[src/rtl/rob_recovery_ctrl.sv]
// Retire-commit gating and mispredict/halt recovery sequencer: squash -> map restore -> fetch redirect.
// retire_commit is 0-latency combinational; the recovery bubble is 1 + RESTORE_CYCLES + 1 cycles, and REDIRECT holds until fetch_ready.
module rob_recovery_ctrl #(
  parameter int WAYS           = 2,
  parameter int PC_W           = 32,
  parameter int RESTORE_CYCLES = 4,
  localparam int CNT_W = (RESTORE_CYCLES > 1) ? $clog2(RESTORE_CYCLES) : 1,
  localparam int KW    = (WAYS > 1) ? $clog2(WAYS) : 1
) (
  input  logic                 clock,
  input  logic                 reset,
  input  logic [WAYS-1:0]      retire_valid,
  input  logic [WAYS-1:0]      retire_precise,
  input  logic [WAYS-1:0]      retire_halt,
  input  logic [WAYS*PC_W-1:0] retire_target_pc,
  input  logic                 fetch_ready,
  output logic [WAYS-1:0]      retire_commit,
  output logic                 squash,
  output logic                 restore_en,
  output logic [CNT_W-1:0]     restore_cnt,
  output logic                 fetch_redirect,
  output logic [PC_W-1:0]      redirect_pc,
  output logic                 dispatch_stall,
  output logic                 halted
);

  typedef enum logic [2:0] {
    IDLE     = 3'd0,
    SQUASH   = 3'd1,
    RESTORE  = 3'd2,
    REDIRECT = 3'd3,
    HALTED   = 3'd4
  } state_t;

  state_t            state, state_nxt;
  logic [CNT_W-1:0]  cnt, cnt_nxt;
  logic [PC_W-1:0]   pc_q, pc_nxt;
  logic              found;
  logic [KW-1:0]     k;

  always_ff @(posedge clock) begin
    if (reset) begin
      state <= IDLE;
      cnt   <= '0;
      pc_q  <= '0;
    end else begin
      state <= state_nxt;
      cnt   <= cnt_nxt;
      pc_q  <= pc_nxt;
    end
  end

  // Oldest retiring slot carrying an event; everything younger is dropped.
  always_comb begin
    found = 1'b0;
    k     = '0;
    for (int i = 0; i < WAYS; i++) begin
      if (!found && retire_valid[i] && (retire_precise[i] || retire_halt[i])) begin
        found = 1'b1;
        k     = KW'(i);
      end
    end
  end

  always_comb begin
    state_nxt      = state;
    cnt_nxt        = cnt;
    pc_nxt         = pc_q;
    retire_commit  = '0;
    squash         = 1'b0;
    restore_en     = 1'b0;
    restore_cnt    = '0;
    fetch_redirect = 1'b0;
    redirect_pc    = '0;
    dispatch_stall = 1'b0;
    halted         = 1'b0;
    unique case (state)
      IDLE: begin
        if (!found) begin
          retire_commit = retire_valid;
        end else begin
          for (int j = 0; j < WAYS; j++)
            retire_commit[j] = retire_valid[j] && (KW'(j) <= k);
          dispatch_stall = 1'b1;
          if (retire_halt[k]) begin
            state_nxt = HALTED;
          end else begin
            pc_nxt    = retire_target_pc[k*PC_W +: PC_W];
            state_nxt = SQUASH;
          end
        end
      end
      SQUASH: begin
        squash         = 1'b1;
        dispatch_stall = 1'b1;
        cnt_nxt        = '0;
        state_nxt      = RESTORE;
      end
      RESTORE: begin
        restore_en     = 1'b1;
        restore_cnt    = cnt;
        dispatch_stall = 1'b1;
        if (cnt == CNT_W'(RESTORE_CYCLES - 1)) begin
          cnt_nxt   = '0;
          state_nxt = REDIRECT;
        end else begin
          cnt_nxt = cnt + 1'b1;
        end
      end
      REDIRECT: begin
        fetch_redirect = 1'b1;
        redirect_pc    = pc_q;
        dispatch_stall = 1'b1;
        if (fetch_ready)
          state_nxt = IDLE;
      end
      HALTED: begin
        halted         = 1'b1;
        dispatch_stall = 1'b1;
      end
      default: begin
        state_nxt = IDLE;
      end
    endcase
  end

  a_onehot_phase : assert property (@(posedge clock) disable iff (reset)
    $onehot0({squash, restore_en, fetch_redirect}));
  a_halt_quiet : assert property (@(posedge clock) disable iff (reset)
    halted |-> (!squash && !restore_en && !fetch_redirect && retire_commit == '0 && dispatch_stall));

endmodule
[config.mk]
export PLATFORM = sky130hd
export DESIGN_NAME = rob_recovery_ctrl
export DESIGN_NICKNAME = d
export VERILOG_FILES = /design/src/rtl/rob_recovery_ctrl.sv
export SDC_FILE = /design/constraint.sdc
export NUM_CORES = 1
export LEC_CHECK = 0
export ABC_AREA = 1
export BUFFER_PORTS_ARGS = -buffer_cell sky130_fd_sc_hd__buf_2
export CAP_MARGIN = 20
export CORE_MARGIN = 2
export CORE_UTILIZATION = 46
export CTS_CLUSTER_SIZE = 8
export DETAILED_ROUTE_END_ITERATION = 6
export GPL_ROUTABILITY_DRIVEN = 0
export GPL_TIMING_DRIVEN = 0
export PLACE_DENSITY = 0.91
export SETUP_SLACK_MARGIN = 0.05
export SYNTH_ARGS = -nofsm -noshare
export SYNTH_HDL_FRONTEND = slang
export SYNTH_SLANG_ARGS = --single-unit
[constraint.sdc]
create_clock -name clock -period 1.49 [get_ports clock]
set_input_delay 0.149 -clock clock [delete_from_list [all_inputs] [get_ports clock]]
set_output_delay 0.149 -clock clock [all_outputs]
set_load 0.1 [all_outputs]
Word-level counts from Yosys, hierarchy flattened
Index checks and enable logic that the tools add are counted.
{"block": "totals", "ff_bits": 37, "mem_bits_ro": 0, "input_bits": 73, "memories": 0, "wordCells": 53, "ramBits": 0, "latch_bits": 0}
{"block": "classes", "n_lt_le_gt_ge": 3, "n_shift": 1, "n_mul": 0, "n_reduce_logical": 13, "n_eq_ne": 8, "n_addsub": 1, "n_bitwise": 2, "n_mux": 22, "div_mod_pow": 0}
{"cell": "$shiftx 64x7->32", "n": 1}
{"cell": "$mux 32", "n": 1}
{"cell": "$pmux 3 s5", "n": 1}
{"cell": "$mux 3", "n": 4}
{"cell": "$mux 1", "n": 10}
{"cell": "$mux 2", "n": 4}
{"cell": "$eq 3x2->1 const B", "n": 2}
{"cell": "$ne 2x2->1 const B", "n": 3}
{"cell": "$logic_and 1x1->1", "n": 5}
{"cell": "$pmux 2 s2", "n": 1}
{"cell": "$reduce_and 4->1", "n": 1}
{"cell": "$reduce_or 4->1", "n": 1}
{"cell": "$eq 3x1->1 const B", "n": 1}
{"cell": "$eq 3x3->1 const B", "n": 1}
{"cell": "$logic_not 3->1", "n": 1}
{"cell": "$reduce_and 3->1", "n": 1}
{"cell": "$add 2x1->2 const B", "n": 1}
{"cell": "$eq 2x2->1 const B", "n": 1}
{"cell": "$le 1x1->1 const A", "n": 2}
{"cell": "$logic_or 1x1->1", "n": 2}
{"cell": "$lt 1x2->1 const B", "n": 1}
{"cell": "$not 1->1", "n": 2}
{"cell": "$pmux 1 s2", "n": 1}
{"cell": "$reduce_bool 2->1", "n": 1}
{"cell": "$logic_not 1->1", "n": 1}

Longest topological paths before layout
Gate-level depths: netlist of the first run.
{"block": "logic_depth", "depth_word": 12, "ltp_mapped": 10, "ltp_nobuf": 9}

Worst setup path before layout of the first run
OpenSTA, ideal clock, no wires.
{"block": "synth_path", "path_kind": "register to output", "startpoint": "register state[1]", "endpoint": "output redirect_pc[11]", "stages_incl_launch_ff": 6, "required_time_ns": 1.341, "path_slack_ns": -2.244, "arrival_ns": 3.585, "n_path_buf": 1, "cell_sequence": "dfxtp_1 > nand2_1 > nor2_1 > inv_1 > buf_1 > nor2_1"}
{"block": "synth_between", "elab_chain_cells": 2}
{"element": "start, declared", "line_no": "35", "text": "state_t state, state_nxt;"}
{"element": "start signal, assigned", "line_no": "47", "text": "state <= state_nxt;"}
{"element": "$eq 3x2->1", "line_no": "77", "text": "unique case (state)"}
{"element": "$mux 32", "line_no": "77"}
{"element": "end, declared", "line_no": "22", "text": "output logic [PC_W-1:0] redirect_pc,"}
No other way between the ends.

Worst setup path after layout of the first run
{"block": "layout_path", "startpoint": "register state[0]", "endpoint": "output dispatch_stall"}
{"block": "layout_between", "elab_chain_cells": 3}
{"element": "$eq 3x2->1, or another cell as far along", "line_no": "77"}
{"element": "$reduce_or 4->1 (no line)"}
{"element": "$pmux 1 s2 (*)", "line_no": "77"}
{"element": "end, declared", "line_no": "23", "text": "output logic dispatch_stall,"}
Mark *: on every way between the ends. The rest lies on a longest branch, timed or not.

==> flow_metrics.tcl, run 1 <==
set metrics [dict create \
    clk_pin_slew_worst_paths_ns 0.07 \
    p_leak_nw 1.97 \
    pin_count 114 \
    yosysUniqueCellTypes 22 \
    core_mm2 0.00479 \
    cts.path.max_buffers 2 \
    r2r_start "state[0]$_SDFFE_PP0P_" \
    antenna_found_initial 0 \
    startpoint_type "register" \
    start_util_pct 48.5 \
    post-route-period-util_pct 109 \
    synth.top_cell.area_share_pct 31.9 \
    crit_path_end_kind "primary output" \
    cts_tree "built" \
    slew_violations 0 \
    die_width_um 75.1 \
    dieArea_mm2 0.00564 \
    status "complete, but fails checks" \
    grt_pass1_vias 2720 \
    maxSlewHeadroom_pct 72.9 \
    p_comb_share_pct 62.5 \
    drive_gt1_share_pct 47.4 \
    avgSynthCellArea_um2 6.23 \
    power_density_mw_per_mm2 1380 \
    dp_hpwl_um 4680 \
    peakVddDrop_mv 2.51 \
    grt_start_max_net_pins 11 \
    portBuffers 113 \
    ys_top_cells_by_area "dfxtp_1, inv_1, nor2_1" \
    layout_setup_ws_ns -0.132 \
    wl_um 8490 \
    cts.sinks 37 \
    switchingPower_mw 2.86 \
    clk_latency_ns 0.28 \
    syn_nets 447 \
    power.share.switching_pct 49.3 \
    fillers 243 \
    path_class "reg -> out" \
    nets 580 \
    skew_ns 0.00887 \
    htree_levels 2 \
    violations "setup timing" \
    fmax_ghz 0.616 \
    ys_warn_count 0 \
    ctsHoldBuffers 0 \
    internal_power_mw 2.94 \
    yosys.area.top_type "dfxtp_1" \
    arrival_ns 1.47 \
    hold_path_startpoint "reset" \
    setup_tns_ns -4.30 \
    stdcell_area_mm2 0.00421 \
    syn_inst 373 \
    drtPass1Iterations 5 \
    hp-class "in -> reg" \
    routedWlPerCell_um 14.8 \
    row_count 25 \
    hold_violations 0 \
    cap_violations 0 \
    dpl_cell_area_mm2 0.00329 \
    cts_root_buf "clkbuf_8" \
    cts_made_buffers 5 \
    grt_usage_pct 27.2 \
    ys_seq_elements 37 \
    required_ns 1.34 \
    routed_via_density 4.93 \
    grt_pass1_wl_um 11800 \
    crit_fanout 8 \
    n_antenna_cell 0 \
    synth.yosys.seq_area_share_pct 31.9 \
    hold_slack_ns 0.0656 \
    clockPowerShare_pct 12.1 \
    startpoint "state[0]$_SDFFE_PP0P_" \
    synthToLayoutAreaGrowth_pct 81.0 \
    antenna_left 0 \
    power_frac_seq_pct 25.4 \
    synthesis.area_mm2 0.00232 \
    grt_overflow 0 \
    worst_pin_slew_ns 0.403 \
    rsz0062_at_grt "true" \
    setup_viol 53 \
    drc_errors 0 \
    die_h_um 75.1 \
    drt_iter0_markers 126 \
    vias 2823 \
    layout_min_cycle_time_ns 1.62 \
]
[metal layers]
metal / vias to the layer above / wire, um / track usage (%)
li1: 1377 / - / -
met1: 1299 / 3170 / 29.4
met2: 122 / 4700 / 53.3
met3: 25 / 393 / 4.42
met4: 0 / 226 / 8.33
met5: - / 0 / 0
[final cells by class]
type                       instances  area [um^2]  share of cell area (%)
clock buffer                       7         86.3                    2.05
tap                               67         83.8                    1.99
inverter                          81          319                    7.59
timing repair buffer             127         1300                    31.0
multi-input combinational        236         1440                    34.3
buffer                            18          220                    5.24
sequential                        37          752                    17.9
[repair_timing]
action,in CTS,in global routing
buffers inserted,7,3
endpoints found under the hold margin,0,0
cloned,2,2
resized for setup,158,30
setup endpoints to repair,71,70
pin swaps,3,6
[sequential cells by signal, indices dropped and copies added (netlist names)]
signal  count
cnt         2
pc_q       32
state       3
[stage by stage]
step | setup slack (ns) | utilization (%) | power (mW) | std cells
global route | -0.230 | 87.9 | 6.06 | 573
detailed placement | -0.0405 | 68.7 | 4.11 | 553
finish | -0.132 | 87.9 | 5.80 | 573
global placement | -0.0435 | 68.7 | 4.04 | 553
floorplan | -0.493 | - | 3.59 | 373
CTS | -0.0860 | 84.4 | 5.25 | 569
[synthesized netlist by cell type, drive strengths merged]
cell	number
nand3	4
nor2	108
dfxtp	37
ha	1
a21oi	5
nand4	2
buf	15
o211ai	1
inv	81
nand2	47
o21ai	68
clkbuf	4
[cells in the final DEF (no fill, tap or decap)]
cell / n
nand2_1: 39
inv_6: 1
buf_2: 72
nand3_1: 2
a21oi_2: 1
buf_8: 3
inv_8: 1
nand3_2: 2
nand2_4: 3
nor2_1: 37
clkbuf_1: 4
o211ai_1: 1
inv_2: 3
buf_6: 13
nor2_4: 38
o21ai_4: 1
nor2_2: 32
nand4_1: 2
buf_4: 11
a21oi_1: 4
dfxtp_1: 34
buf_16: 1
buf_12: 38
dfxtp_4: 3
nor2_8: 1
nand2_2: 5
o21ai_0: 28
inv_1: 75
clkbuf_16: 3
ha_1: 1
o21ai_1: 39
inv_4: 1
clkbuf_8: 7
[power groups by stage]
stage                     Sequential, mW  Combinational, mW  Clock (mW)
final                               1.47               3.62       0.700
after global routing                1.50               3.83       0.732
after CTS                           1.43               3.11       0.704
after detailed placement            1.45               2.66           0
after global placement              1.43               2.60           0
after floorplan                     1.41               2.18           0
[final timing paths]
path	depth (start not counted)	endpoint	slack, ns
max	6	dispatch_stall	-0.13
min	2	state[0]$_SDFFE_PP0P_	0.07
max reg2reg	9	pc_q[3]$_SDFFE_PP0P_	-0.07
min reg2reg	2	cnt[1]$_SDFFE_PP0P_	0.49
[worst max-delay path, cell delays in order (launching register included)]
cell and delay (ns):
dfxtp_4 0.39, nand2_2 0.07, nor2_4 0.15, inv_6 0.09, buf_4 0.14, nand4_1 0.15, buf_12 0.20
[cell families after synthesis]
family          Yosys count  synth area share [%]
flops                    37                  31.9
simple gates            161                  30.9
fa+ha+maj                 1                 0.538
compound gates           74                  16.5
buf+inv                 100                  20.1
No activity file was read; power rests on OpenSTA's default activity.
==> inputs of run 2 (changes only) <==
ABC_AREA = unset   (was 1)
==> flow_metrics.tcl, run 2 <==
set metrics [dict create \
    yosysMostFrequentCell "dfxtp_1" \
    power_density_mw_per_mm2 1000 \
    maxSlewHeadroom_pct 48.1 \
    crit_fanout 7 \
    row_count 25 \
    synthesis.area_mm2 0.00228 \
    setup_tns_ns -17.35 \
    most-common-layout-cells "buf_2, buf_12, dfxtp_1" \
    dp_cells 421 \
    setup_viol 75 \
    start_util_pct 47.9 \
    wl_met3_um 510 \
    hold_slack_ns 0.210 \
    vias 2655 \
    cts_root_buf "clkbuf_8" \
    grt_pass1_vias 2598 \
    pin_count 114 \
    arrival_ns 1.97 \
    clk_latency_ns 0.30 \
    startpoint_type "register" \
    wl_met1_um 3650 \
    regMostFlops "pc_q" \
    antenna_found_initial 1 \
    violations "setup timing" \
    hold_violations 0 \
    finish.utilization_pct 91.4 \
    synthTopCellsByCount "dfxtp_1, a21oi_1, and3_1" \
    drt_iter0_markers 165 \
    rsz0062_at_grt "true" \
    yosys_most_used_dff "dfxtp_1" \
    fmax_ghz 0.554 \
    ys_top_cells_by_area "dfxtp_1, a211oi_2, mux2i_1" \
    syn_inst 242 \
    drtPass1Iterations 5 \
    status "complete, but fails checks" \
    post-route-period-util_pct 121 \
    wl_um 9920 \
    layout_setup_ws_ns -0.314 \
    peakVddDrop_mv 0.948 \
    dp_hpwl_um 4770 \
    grt_overflow 0 \
    top_regs "pc_q x32, state x3, cnt x2" \
    slew_violations 0 \
    syn_nets 316 \
    path_class "reg -> reg" \
    clk_pin_slew_worst_paths_ns 0.08 \
    portBuffers 112 \
    layout_min_cycle_time_ns 1.80 \
    drc_errors 0 \
    drive_gt1_share_pct 65.8 \
    p_leak_nw 1.93 \
    synth.top_cell.area_share_pct 32.5 \
    die_h_um 74.3 \
    routedWlPerCell_um 22.0 \
    cts_made_buffers 5 \
    ys_warn_count 0 \
    hp-class "in -> reg" \
    routed_via_density 5.89 \
    die_width_um 74.3 \
    wl_met2_um 5400 \
    nets 456 \
    grt_start_max_net_pins 12 \
    dieArea_mm2 0.00553 \
    largest_register_ffs 32 \
    r2r_start "state[1]$_SDFFE_PP0P_" \
    skew_ns 0.00903 \
    htree_levels 2 \
    ys_async_sr_fraction_pct 0 \
    required_ns 1.66 \
    crit_path_end_kind "register" \
    worst_pin_slew_ns 0.779 \
    cap_violations 0 \
    cts.sinks 37 \
    cts.path.max_buffers 2 \
    synthToLayoutAreaGrowth_pct 90.9 \
    avgSynthCellArea_um2 9.40 \
    grt_usage_pct 28.3 \
    fin_cells 451 \
    cts_tree "built" \
    core_mm2 0.00475 \
    yosysUniqueCellTypes 32 \
    highest_layer "met4" \
    antenna_left 0 \
    startpoint "state[1]$_SDFFE_PP0P_" \
    yosys.area.top_type "dfxtp_1" \
    hold_path_startpoint "fetch_ready" \
    synth_edf_count 0 \
    grt_pass1_wl_um 11900 \
    ys_seq_elements 37 \
    final_common_cell "buf_2" \
    synth.yosys.seq_area_share_pct 32.5 \
]
-- run 2: worst paths after layout --
path	endpoint	slack, ns	depth (start not counted)
setup reg to reg	state[2]$_SDFFE_PP0P_	-0.31	8
setup / recovery	state[2]$_SDFFE_PP0P_	-0.31	8
hold / removal	state[0]$_SDFFE_PP0P_	0.21	4
hold reg to reg	pc_q[4]$_SDFFE_PP0P_	0.54	2
-- run 2: through the flow --
stage	setup WS [ns]	total power, mW	area [um^2]
floorplan	-0.397	2.37	2490
global placement	-0.505	2.64	3140
detailed placement	-0.514	2.69	3140
CTS	-0.198	3.91	4100
global route	-0.327	4.50	4350
finish	-0.314	4.36	4350
-- run 2: logic make-up after synthesis --
family          share of synthesized area, %
compound gates                          27.7
simple gates                            16.9
flops                                   32.5
buf+inv                                 7.37
fa+ha+maj                              0.550
mux                                     15.0
-- run 2: worst max-delay path, stage by stage (launching register included) --
cell	delay, ns
dfxtp_2	0.35
buf_6	0.12
nor2b_4	0.12
buf_8	0.15
buf_4	0.15
buf_6	0.13
nand2_4	0.07
nand4b_1	0.17
a2111oi_2	0.41
-- run 2: report_power, final --
part           switching [mW]  total (mW)  internal [mW]
logic                    1.17        2.16          0.993
clock network           0.375       0.921          0.546
registers               0.130        1.28           1.15
-- run 2: timing repair --
action                                  in CTS  in global routing
setup buffers                               13                  7
endpoints found under the setup margin      74                 77
gates resized for setup                    195                 39
pin swaps                                   20                 14
cloned                                       0                  3
hold buffers                                 0                  0
-- run 2: layout make-up --
cell class,instances,area [um^2]
Fill cell,169,409
Sequential cell,37,744
Clock buffer,7,86.3
Clock inverter,1,30.0
Inverter,2,11.3
Buffer,29,335
Multi-Input combinational cell,174,1640
Antenna cell,1,2.50
Tap cell,67,83.8
Timing Repair Buffer,133,1410
-- run 2: layer usage --
metal | track usage, % | up-vias
met1 | 31.3 | 1285
met4 | 10.1 | 0
met5 | 0 | -
met3 | 5.28 | 34
li1 | - | 1181
met2 | 53.9 | 155
